===== src/rtl/router_output_arbiter.sv =====
// Per-output packet arbiter for the router crossbar.
// Round-robin, packet-granular grant: an input that has been shown the grant
// keeps it until its last flit completes the handshake.
module router_output_arbiter #(
  parameter int unsigned      N_REQ    = 10,
  parameter logic [N_REQ-1:0] REQ_MASK = '0,
  parameter int unsigned      IDX_W    = $clog2(N_REQ),
  parameter int unsigned      CNT_W    = 16
) (
  input  logic             clk,
  input  logic             rst_n,
  input  logic [N_REQ-1:0] req,
  input  logic [N_REQ-1:0] req_last,
  input  logic             out_ready,
  output logic [N_REQ-1:0] grant,
  output logic [IDX_W-1:0] grant_idx,
  output logic             out_valid,
  output logic             fire,
  output logic             locked,
  output logic [CNT_W-1:0] pkt_count
);

  // One extra bit so ptr + offset cannot overflow before the wrap compare.
  localparam int unsigned      SUM_W    = IDX_W + 1;
  localparam logic [SUM_W-1:0] N_SUM    = SUM_W'(N_REQ);
  localparam logic [IDX_W-1:0] IDX_LAST = IDX_W'(N_REQ - 1);

  typedef enum logic {
    ST_IDLE,
    ST_LOCKED
  } state_e;

  state_e           state_q, state_d;
  logic [IDX_W-1:0] ptr_q, ptr_d;
  logic [IDX_W-1:0] owner_q, owner_d;
  logic [CNT_W-1:0] cnt_q, cnt_d;
  logic [N_REQ-1:0] elig;
  logic [SUM_W-1:0] cand;
  logic [IDX_W-1:0] pick;
  logic             pick_vld;
  logic [IDX_W-1:0] sel;
  logic [IDX_W-1:0] sel_inc;
  logic             sel_vld;
  logic             last_sel;

  // Statically disabled inputs never take part in arbitration.
  assign elig = req & ~REQ_MASK;

  // First eligible input at or above ptr, wrapping modulo N_REQ.
  always_comb begin
    pick     = '0;
    pick_vld = 1'b0;
    cand     = '0;
    for (int unsigned i = 0; i < N_REQ; i++) begin
      cand = {1'b0, ptr_q} + SUM_W'(i);
      if (cand >= N_SUM) cand = cand - N_SUM;
      if (!pick_vld && elig[cand[IDX_W-1:0]]) begin
        pick     = cand[IDX_W-1:0];
        pick_vld = 1'b1;
      end
    end
  end

  // Grant select, stream outputs and next-state.
  always_comb begin
    state_d = state_q;
    ptr_d   = ptr_q;
    owner_d = owner_q;
    cnt_d   = cnt_q;
    grant   = '0;

    // Owner is held regardless of req; grant is suppressed while in reset.
    if (state_q == ST_LOCKED) begin
      sel     = owner_q;
      sel_vld = rst_n;
    end else begin
      sel     = pick;
      sel_vld = pick_vld && rst_n;
    end

    if (sel_vld) grant[sel] = 1'b1;
    grant_idx = sel_vld ? sel : '0;
    out_valid = |(grant & req);
    fire      = out_valid && out_ready;
    last_sel  = req_last[sel];
    sel_inc   = (sel == IDX_LAST) ? '0 : sel + IDX_W'(1);
    locked    = (state_q == ST_LOCKED);

    if (sel_vld) begin
      if (fire && last_sel) begin
        state_d = ST_IDLE;
        ptr_d   = sel_inc;
        cnt_d   = cnt_q + CNT_W'(1);
      end else if (state_q == ST_IDLE) begin
        state_d = ST_LOCKED;
        owner_d = sel;
      end
    end
  end

  // State, pointer, owner and packet counter registers.
  always_ff @(posedge clk or negedge rst_n) begin
    if (!rst_n) begin
      state_q <= ST_IDLE;
      ptr_q   <= '0;
      owner_q <= '0;
      cnt_q   <= '0;
    end else begin
      state_q <= state_d;
      ptr_q   <= ptr_d;
      owner_q <= owner_d;
      cnt_q   <= cnt_d;
    end
  end

  assign pkt_count = cnt_q;

endmodule


===== config.mk =====
export PLATFORM = sky130hd
export DESIGN_NAME = router_output_arbiter
export DESIGN_NICKNAME = d
export VERILOG_FILES = /design/src/rtl/router_output_arbiter.sv
export SDC_FILE = /design/constraint.sdc
export NUM_CORES = 1
export LEC_CHECK = 0
export CORE_MARGIN = 2
export CORE_UTILIZATION = 35
export DETAILED_ROUTE_END_ITERATION = 10
export PLACE_DENSITY = 0.63
export SYNTH_ARGS = -nofsm -noshare
export SYNTH_HDL_FRONTEND = slang
export SYNTH_SLANG_ARGS = --single-unit

===== constraint.sdc =====
create_clock -name clk -period 8.5 [get_ports clk]
set_clock_uncertainty 0.1 [all_clocks]
set_input_delay 1.7 -clock clk [delete_from_list [all_inputs] [get_ports clk]]
set_output_delay 1.7 -clock clk [all_outputs]
set_load 0.01 [all_outputs]

Yosys cells after proc, flatten, opt, wreduce, memory -nomap -nowiden
Index checks and enable logic that the tools add are counted.
Operators by class
  add/subtract/negate cells: 21
  order comparisons: 22
  equal/unequal tests: 1
  muxes and demuxes: 60
  bitwise operators: 3
  reductions and logical operators: 25
Operators with widths (count)
  $mux W4: 23
  $lt A4 B5 Y1 const B: 11
  $ge A5 B4 Y1 const B: 9
  $bmux W1 S4: 11
  $sub A4 B4 Y4 const B: 10
  $mux W1: 24
  $add A4 B3 Y5 const B: 4
  $add A16 B1 Y16 const B: 1
  $logic_and A1 B1 Y1: 13
  $add A4 B2 Y5 const B: 2
  $add A4 B4 Y5 const B: 2
  $and A10 B10 Y10: 1
  $mux W10: 1
  $reduce_or A10 Y1: 1
  $logic_not A1 Y1: 9
  $add A4 B1 Y5 const B: 1
  $add A4 B1 Y4 const B: 1
  $demux W1 S4: 1
  $eq A4 B4 Y1 const B: 1
  $ge A4 B1 Y1 const B: 1
  $ge A4 B4 Y1 const B: 1
  $reduce_and A3 Y1: 1
  $not A1 Y1: 2
  $reduce_and A2 Y1: 1
Word-level totals
  flip-flop bits (word level): 25
  input bits: 23
  word-level logic and storage cells: 136

Longest topological paths before layout
Gate-level depths: netlist of the first run.
  depth in word-level cells: 44
  depth in mapped cells: 26
  depth with buffers taken out: 19

Worst setup path before layout of the first run
OpenSTA, ideal clock, no wires.
  path type: register to output
  from: register ptr_q[1]
  to: output port fire
  data arrival time: 5.235 ns
  data required time: 6.700 ns
  path slack: 1.465 ns
  cell stages (with the launch flop): 23
  buffers on the path: 4
  path through: dfrtp_1 > buf_2 > inv_1 > ha_1 > buf_2 > inv_1 > clkbuf_1 > ha_1 > clkbuf_1 > inv_1 > a211oi_4 > o21ai_1 > a211o_1 > a2bb2oi_1 > a31o_1 > a221o_1 > a32o_1 > a31oi_4 > nand3b_2 > o22ai_1 > a32o_1 > or3_1 > and2_1
On the way
  cells in the longest elaborated chain, start to end: 41
  elaborated cells on any way between the ends: 109
  classes of those cells: add/sub (19); order compare (12); mux (55); bitwise (1); reduce/logical (22)
Ends and longest elaborated chain
  from (decl): line 34  | logic [IDX_W-1:0] ptr_q, ptr_d;
  from (signal assigned): line 110  | ptr_q <= ptr_d;
  parallel branches: the longest is 37 deep, another holds $add A4 B1 Y5
  $mux W10 *: line 81  | if (sel_vld) grant[sel] = 1'b1;
  $and A10 B10 Y10 *: line 83  | out_valid = |(grant & req);
  $reduce_or A10 Y1 *: line 83
  net out_valid: line 17  | output logic out_valid,
  $logic_and A1 B1 Y1 *: line 84  | fire = out_valid && out_ready;
  to (decl): line 18  | output logic fire,
Mark *: on every way through the listed nets, which the timed path passes. The select of a mux whose other input is x is not followed.

Worst setup path in the final report of the first run
  from: input port req[5]
  to: output port fire
On the way
  cells in the longest elaborated chain, start to end: 39
  elaborated cells on any way between the ends: 70
  classes of those cells: order compare (2); mux (45); bitwise (1); reduce/logical (22)
Ends and longest elaborated chain
  from (decl): line 12  | input logic [N_REQ-1:0] req,
  $bmux W1 S4: line 57  | if (!pick_vld && elig[cand[IDX_W-1:0]]) begin
  $mux W1 (implied by the code): line 57
  $mux W1: line 57
  $logic_not A1 Y1: line 57
  $logic_and A1 B1 Y1: line 57
  $mux W1: line 57
  $logic_not A1 Y1: line 57
  $logic_and A1 B1 Y1: line 57
  [23 not listed]
  $lt A4 B5 Y1 (implied by the code) or $ge A4 B1 Y1 (tied branches): line 81
  $logic_and A1 B1 Y1 (implied by the code): line 81
  $mux W1 (implied by the code): line 81
  $demux W1 S4: line 81
  $mux W10: line 81
  $and A10 B10 Y10 *: line 83
  $reduce_or A10 Y1 *: line 83
  $logic_and A1 B1 Y1 *: line 84
Mark *: on every way between the ends. The rest lies on a longest branch, timed or not. The select of a mux whose other input is x is not followed.

==> impl_metrics.csv, run 1 <==
group,metric,value,unit
cts,cts_buffer_depth,2,
critical_path,crit_path_max_incr_delay,0.58,ns
cts,hold_buffers,0,
sta,setup_ws,0.264,ns
floorplan,rows,43,
synthesis,synth_fp_nets,657,
global_routing,antenna_found_initial,0,
cts,cts_max_level,1,
worst_hold_path,whs_path_depth,1,
cts,clk_latency,0.27,ns
route,viasPerCell,6.27,
global_routing,grtUsageTotal,0.240,
critical_path,critPathKind,"input pin to primary output",
critical_path,required,6.70,ns
route,post-route-drc-count,0,
global_routing,grt_max_degree,40,
global_routing,first_global_vias,5145,
floorplan,die_area,15100,um2
cts,cts_buffers,3,
route,via_count,5258,
critical_path,cp-end-kind,"primary output",
synthesis,ys_seq_elements,25,
route,dr.pass1.iters,5,
place,hpwl,14.1,mm
synthesis,syn_avg_cell_area,8.14,um2
finish,layout-drive-gt1-share,0.147,
critical_path,worstPathMaxFanout,6,
finish,syn_to_final_growth,16.7,%
synthesis,synth_top_area_frac,0.126,
worst_hold_path,hold_class,"register to register",
global_routing,met1_usage,0.324,
route,routedWlPerCell,21.3,um
floorplan,start_util,0.357,
sta,slew_headroom,0.508,
route,drt_iter0_markers,539,
sta,maxSlewViolCount,0,
critical_path,r2r_cells,20,
sta,finalCritPeriodShare,0.969,
global_routing,grt.busiest_layer,"met2",
synthesis,synth_area_leaders,"dfrtp_1 (13%), ha_1 (6.1%), mux2i_1 (4.4%), nand2_1 (3.7%), nor2_1 (3.3%)",
synthesis,yosysTopAreaCell,"dfrtp_1",
critical_path,slowest_stage,"clkdlybuf4s50_1",
synthesis,synth_edf_count,0,
global_routing,grt_first_pass_wirelength,28.4,mm
global_routing,grtUsageMet2,0.395,
finish,mostFrequentLayoutCells,"clkdlybuf4s50_1 (55), nand2_1 (49), nor2_1 (43)",
critical_path,startpoint_type,"input pin",
critical_path,crit_chain,"clkdlybuf4s50_1, mux2i_2, o311a_1, a311oi_1, o21a_1, or2_2, a31o_1, a221o_1, a32o_1, a31oi_4, nand3_1, or2_1, a311oi_2, or3_1, and2_1, clkdlybuf4s50_1",
route,wl,17.9,mm
synthesis,ys_seq_area_frac,0.126,
floorplan,fp.dieW,123,um
cts,cts_tree,"built",
floorplan,boundaryPins,56,
synthesis,ys.flop_type,"dfrtp_1",
route,ant_nets,0,
floorplan,die_h,123,um
global_routing,grt_use_met3,0.0346,
synthesis,synth_cell_type_count,110,
synthesis,yosys_warnings,0,
job,maxCapViolCount,0,
cts,cts_root_buf,"clkbuf_16",
floorplan,core,13900,um2
place,gp_congestion,1.14,
sta,worst_slew_pin_slew,0.739,ns
sta,setup_viol,0,
place,port_buffers,55,
finish,fin_nets,708,
status,outcome,"completed",
global_routing,grt-ovfl-total,0,
sta,rsz0062_at_grt,"false",
critical_path,cp_common_cell,"clkdlybuf4s50_1",
sta,final.setup.tns,0,ns
sta,fin_crit,8.24,ns
critical_path,cp.arrival,6.44,ns
cts,clk_pin_slew,0.07,ns
sta,final-hold-violation-count,0,
cts,clock_sink_count,25,
finish,layout.cells.most_common,"clkdlybuf4s50_1",
synthesis,async_flop_share,1.00,
sta,max_freq,0.121,GHz
synthesis,syn_inst,609,
finish,diodes,0,
place,preCtsSetupSlack,0.376,ns
synthesis,synth_area,4960,um2
kinds of logic after synthesis:
family	Yosys count	synth area share
XOR/XNOR	28	0.0563
AND/OR/NAND/NOR	239	0.280
multiplexers	42	0.100
buffers and inverters	54	0.0552
AO/OA/AOI/OAI	196	0.318
adder cells (fa/ha/maj)	25	0.0646
flip-flops	25	0.126
metrics by stage:
| step | utilization | hold slack [ns] | area (um2) | cells |
|---|---|---|---|---|
| after floorplan | - | 0.356 | 4960 | 609 |
| after global placement | 0.411 | 0.364 | 5700 | 835 |
| after detailed placement | 0.411 | 0.359 | 5700 | 835 |
| after CTS | 0.417 | 0.376 | 5790 | 839 |
| after global routing | 0.417 | 0.394 | 5790 | 839 |
| final | 0.417 | 0.374 | 5790 | 839 |
path summary, 6_finish.rpt:
kind | startpoint | endpoint | slack, ns
min in group asynchronous | rst_n | pkt_count[15]$_DFFE_PN0P_ | 1.70
hold / removal | pkt_count[15]$_DFFE_PN0P_ | pkt_count[15]$_DFFE_PN0P_ | 0.37
setup / recovery | req[5] | fire | 0.26
max in group asynchronous | rst_n | owner_q[0]$_DFFE_PN0P_ | 6.34
hold reg to reg | pkt_count[15]$_DFFE_PN0P_ | pkt_count[15]$_DFFE_PN0P_ | 0.37
setup reg to reg | ptr_q[1]$_DFFE_PN0P_ | pkt_count[1]$_DFFE_PN0P_ | 2.07
flip-flops by register name, summed over array words and instances (netlist names):
register	count
ptr_q	4
locked	1
owner_q	4
pkt_count	16
layer usage:
| layer | up-vias | wire, um |
|---|---|---|
| li1 | 2446 | - |
| met1 | 2519 | 7860 |
| met2 | 251 | 8270 |
| met3 | 42 | 1230 |
| met4 | 0 | 503 |
| met5 | - | 0 |
synth_stat cells (5+ instances only):
master,n
dfrtp_1,25
o21ai_1,7
nand3_1,25
buf_6,7
ha_1,24
nor3_1,16
or3_1,5
and3_1,7
nor3_2,5
o211a_1,5
o22ai_1,7
or2_2,7
a21o_1,9
o211ai_1,10
nand2_1,49
clkbuf_1,10
a211o_1,5
xor2_1,14
nor4_1,5
nor2b_1,5
and3b_1,6
mux2i_1,22
o21ai_0,25
nand4_1,7
and2_1,9
nand2b_1,13
nor2_1,43
a2111oi_0,5
a21oi_1,24
o32ai_1,5
buf_2,6
xnor2_1,11
a31oi_1,5
mux2_2,12
o21a_1,8
inv_1,26
a311oi_1,5
a211oi_1,7
repair_timing:
| action | CTS | global route |
|---|---|---|
| endpoints found under the setup margin | 0 | 1 |
| hold endpoints to repair | 0 | 0 |
| setup buffers | 0 | 0 |
| resized for setup | 0 | 1 |
layout make-up:
cell class	instances	area, um2
multi-input combinational	530	4070
clock buffer	3	75.1
timing repair buffer	72	678
inverter	28	105
fill	1405	8090
tap	180	225
sequential	25	626
clock inverter	1	8.76
critical path: cells and delay by family:
kind            cells  cell delay (ns)
compound gates      8             2.00
simple gates        5             1.22
mux                 1             0.40
buf+inv             2             1.11
Power of run 1 is left out: the tool's default activity adds up to more than one toggle a clock period on the data nets, which glitch-free logic cannot reach.
==> inputs of run 2 (changes only) <==
REMOVE_ABC_BUFFERS = 1   (was not set)
clock period = 8.29 ns   (was 8.5 ns; I/O delays follow)
==> run 2 against run 1 <==
  * Largest cell class unchanged
  * Register-to-register slack worse by 0.25 ns
  * Utilization is 0.19 points higher
  * Global-route usage is 1.1 points lower
  * Final cell count is 0.48% higher
  * Via count is 2.0% lower
  * Highest routed layer unchanged
  * Worst hold slack worse by 0.0045 ns
  * Sequential share of layout area hardly changed
  * Critical endpoint unchanged
==> impl_metrics.csv, run 2 (synthesized netlist as in run 1, its figures left out) <==
group,metric,value,unit
sta,slew_headroom,0.502,
critical_path,slowest_stage,"clkdlybuf4s50_1",
cts,clk_pin_slew,0.06,ns
global_routing,grt_max_degree,32,
cts,hold_buffers,0,
place,hpwl,14.0,mm
cts,cts_root_buf,"clkbuf_16",
place,port_buffers,55,
sta,maxSlewViolCount,0,
cts,cts_max_level,1,
place,gp_congestion,0.998,
cts,cts_setup_buffers,0,
route,ant_nets,0,
sta,setup_viol,0,
critical_path,crit_chain,"clkdlybuf4s50_1, mux2i_2, mux4_2, nor2_1, or2_1, nor4_4, nand4_2, or2_1, a31oi_4, nand3_1, or2_1, a311oi_2, or3_1, and2_1, clkdlybuf4s50_1",
cts,cts_resized,0,
route,routedWlPerCell,21.1,um
cts,cts_buffers,3,
floorplan,boundaryPins,56,
place,dp.cells,839,
sta,final-hold-violation-count,0,
finish,mostFrequentLayoutCells,"clkdlybuf4s50_1 (55), nand2_1 (49), nor2_1 (43)",
sta,worst_slew_pin_slew,0.746,ns
sta,max_freq,0.125,GHz
critical_path,worstPathMaxFanout,8,
sta,rsz0062_at_grt,"false",
critical_path,cp_common_cell,"or2_1",
place,dpl_cell_area,5730,um2
floorplan,rows,43,
route,drt_iter0_markers,444,
job,maxCapViolCount,0,
status,outcome,"completed",
critical_path,startpoint_type,"input pin",
global_routing,first_global_vias,4896,
finish,largest_register_ffs,16,
sta,fin_crit,7.97,ns
route,via_count,5155,
worst_hold_path,hold_class,"register to register",
finish,syn_to_final_growth,17.3,%
critical_path,cp-end-kind,"primary output",
sta,hold-worst-slack,0.369,ns
route,dr.pass1.iters,5,
floorplan,die_area,15100,um2
route,viasPerCell,6.12,
cts,cts_tree,"built",
cts,cts_buffer_depth,2,
critical_path,critPathKind,"input pin to primary output",
critical_path,cp.arrival,6.21,ns
critical_path,crit_family,"simple AND/OR/NAND/NOR gates",
critical_path,crit_path_max_incr_delay,0.58,ns
route,post-route-drc-count,0,
cts,clk_latency,0.26,ns
global_routing,grtUsageTotal,0.229,
critical_path,critPathBufInv,2,
critical_path,required,6.53,ns
floorplan,fp.dieW,123,um
finish,fin_nets,712,
route,wl,17.8,mm
finish,fillers,1414,
finish,layout-drive-gt1-share,0.152,
finish,finalNonFillerCells,843,
sta,finalCritPeriodShare,0.962,
sta,final.setup.tns,0,ns
floorplan,start_util,0.357,
floorplan,core,13900,um2
global_routing,grt_first_pass_wirelength,27.2,mm
global_routing,grt-ovfl-total,0,
floorplan,die_h,123,um
finish,stdcell_area,5820,um2
cts,clock_sink_count,25,
global_routing,antenna_found_initial,0,
finish,diodes,0,
finish,layout.cells.most_common,"clkdlybuf4s50_1",
[run 2: changes by cell type in the layout (fill, tap and decap cells not counted), sizes merged]
cell,change
clkinv,+1
inv,-1
buf,+4
[run 2: layout make-up]
class / instances / area, um2 / area share
inverter: 28 / 105 / 0.0181
clock buffer: 3 / 75.1 / 0.0129
tap: 180 / 225 / 0.0387
timing repair buffer: 76 / 708 / 0.122
multi-input combinational: 530 / 4070 / 0.700
clock inverter: 1 / 5.00 / 0.000861
sequential: 25 / 626 / 0.108
[run 2: worst register-to-register path, cell delays in order (launching register included)]
cell and delay, ns:
dfrtp_1 0.39, inv_1 0.31, ha_1 0.39, xor2_1 0.40, ha_1 0.38, mux2_2 0.30
o221ai_1 0.18, mux2i_1 0.17, o211ai_1 0.23, o211a_1 0.31, nand4b_1 0.17, nor2_1 0.34
nand3_1 0.22, o311ai_2 0.42, buf_4 0.28, mux4_2 0.53, a211o_1 0.34, o311ai_4 0.09
buf_4 0.34, nand2_2 0.15, mux2_4 0.31
[run 2: worst paths after layout]
| kind | from | to | slack [ns] | depth (start not counted) |
|---|---|---|---|---|
| worst max-delay path | req[3] | fire | 0.32 | 15 |
| worst min-delay path | pkt_count[15]$_DFFE_PN0P_ | pkt_count[15]$_DFFE_PN0P_ | 0.37 | 1 |
| worst max register to register | ptr_q[1]$_DFFE_PN0P_ | owner_q[0]$_DFFE_PN0P_ | 1.82 | 20 |
| worst min register to register | pkt_count[15]$_DFFE_PN0P_ | pkt_count[15]$_DFFE_PN0P_ | 0.37 | 1 |
| max in group asynchronous | rst_n | ptr_q[0]$_DFFE_PN0P_ | 6.17 | 2 |
| min in group asynchronous | rst_n | pkt_count[10]$_DFFE_PN0P_ | 1.67 | 2 |
[run 2: per-layer routing]
| metal | routed length (um) | GRT usage | part of all wire |
|---|---|---|---|
| met1 | 7930 | 0.309 | 0.45 |
| met2 | 8240 | 0.381 | 0.46 |
| met3 | 907 | 0.0175 | 0.051 |
| met4 | 680 | 0.0902 | 0.038 |
| met5 | 0 | 0 | 0 |
[run 2: stage by stage]
stage / util / setup slack (ns)
after floorplan: - / 0.309
after global placement: 0.413 / 0.363
after detailed placement: 0.413 / 0.288
after CTS: 0.419 / 0.304
after global routing: 0.419 / 0.0734
final: 0.419 / 0.318
Power of run 2 is left out for the same reason.
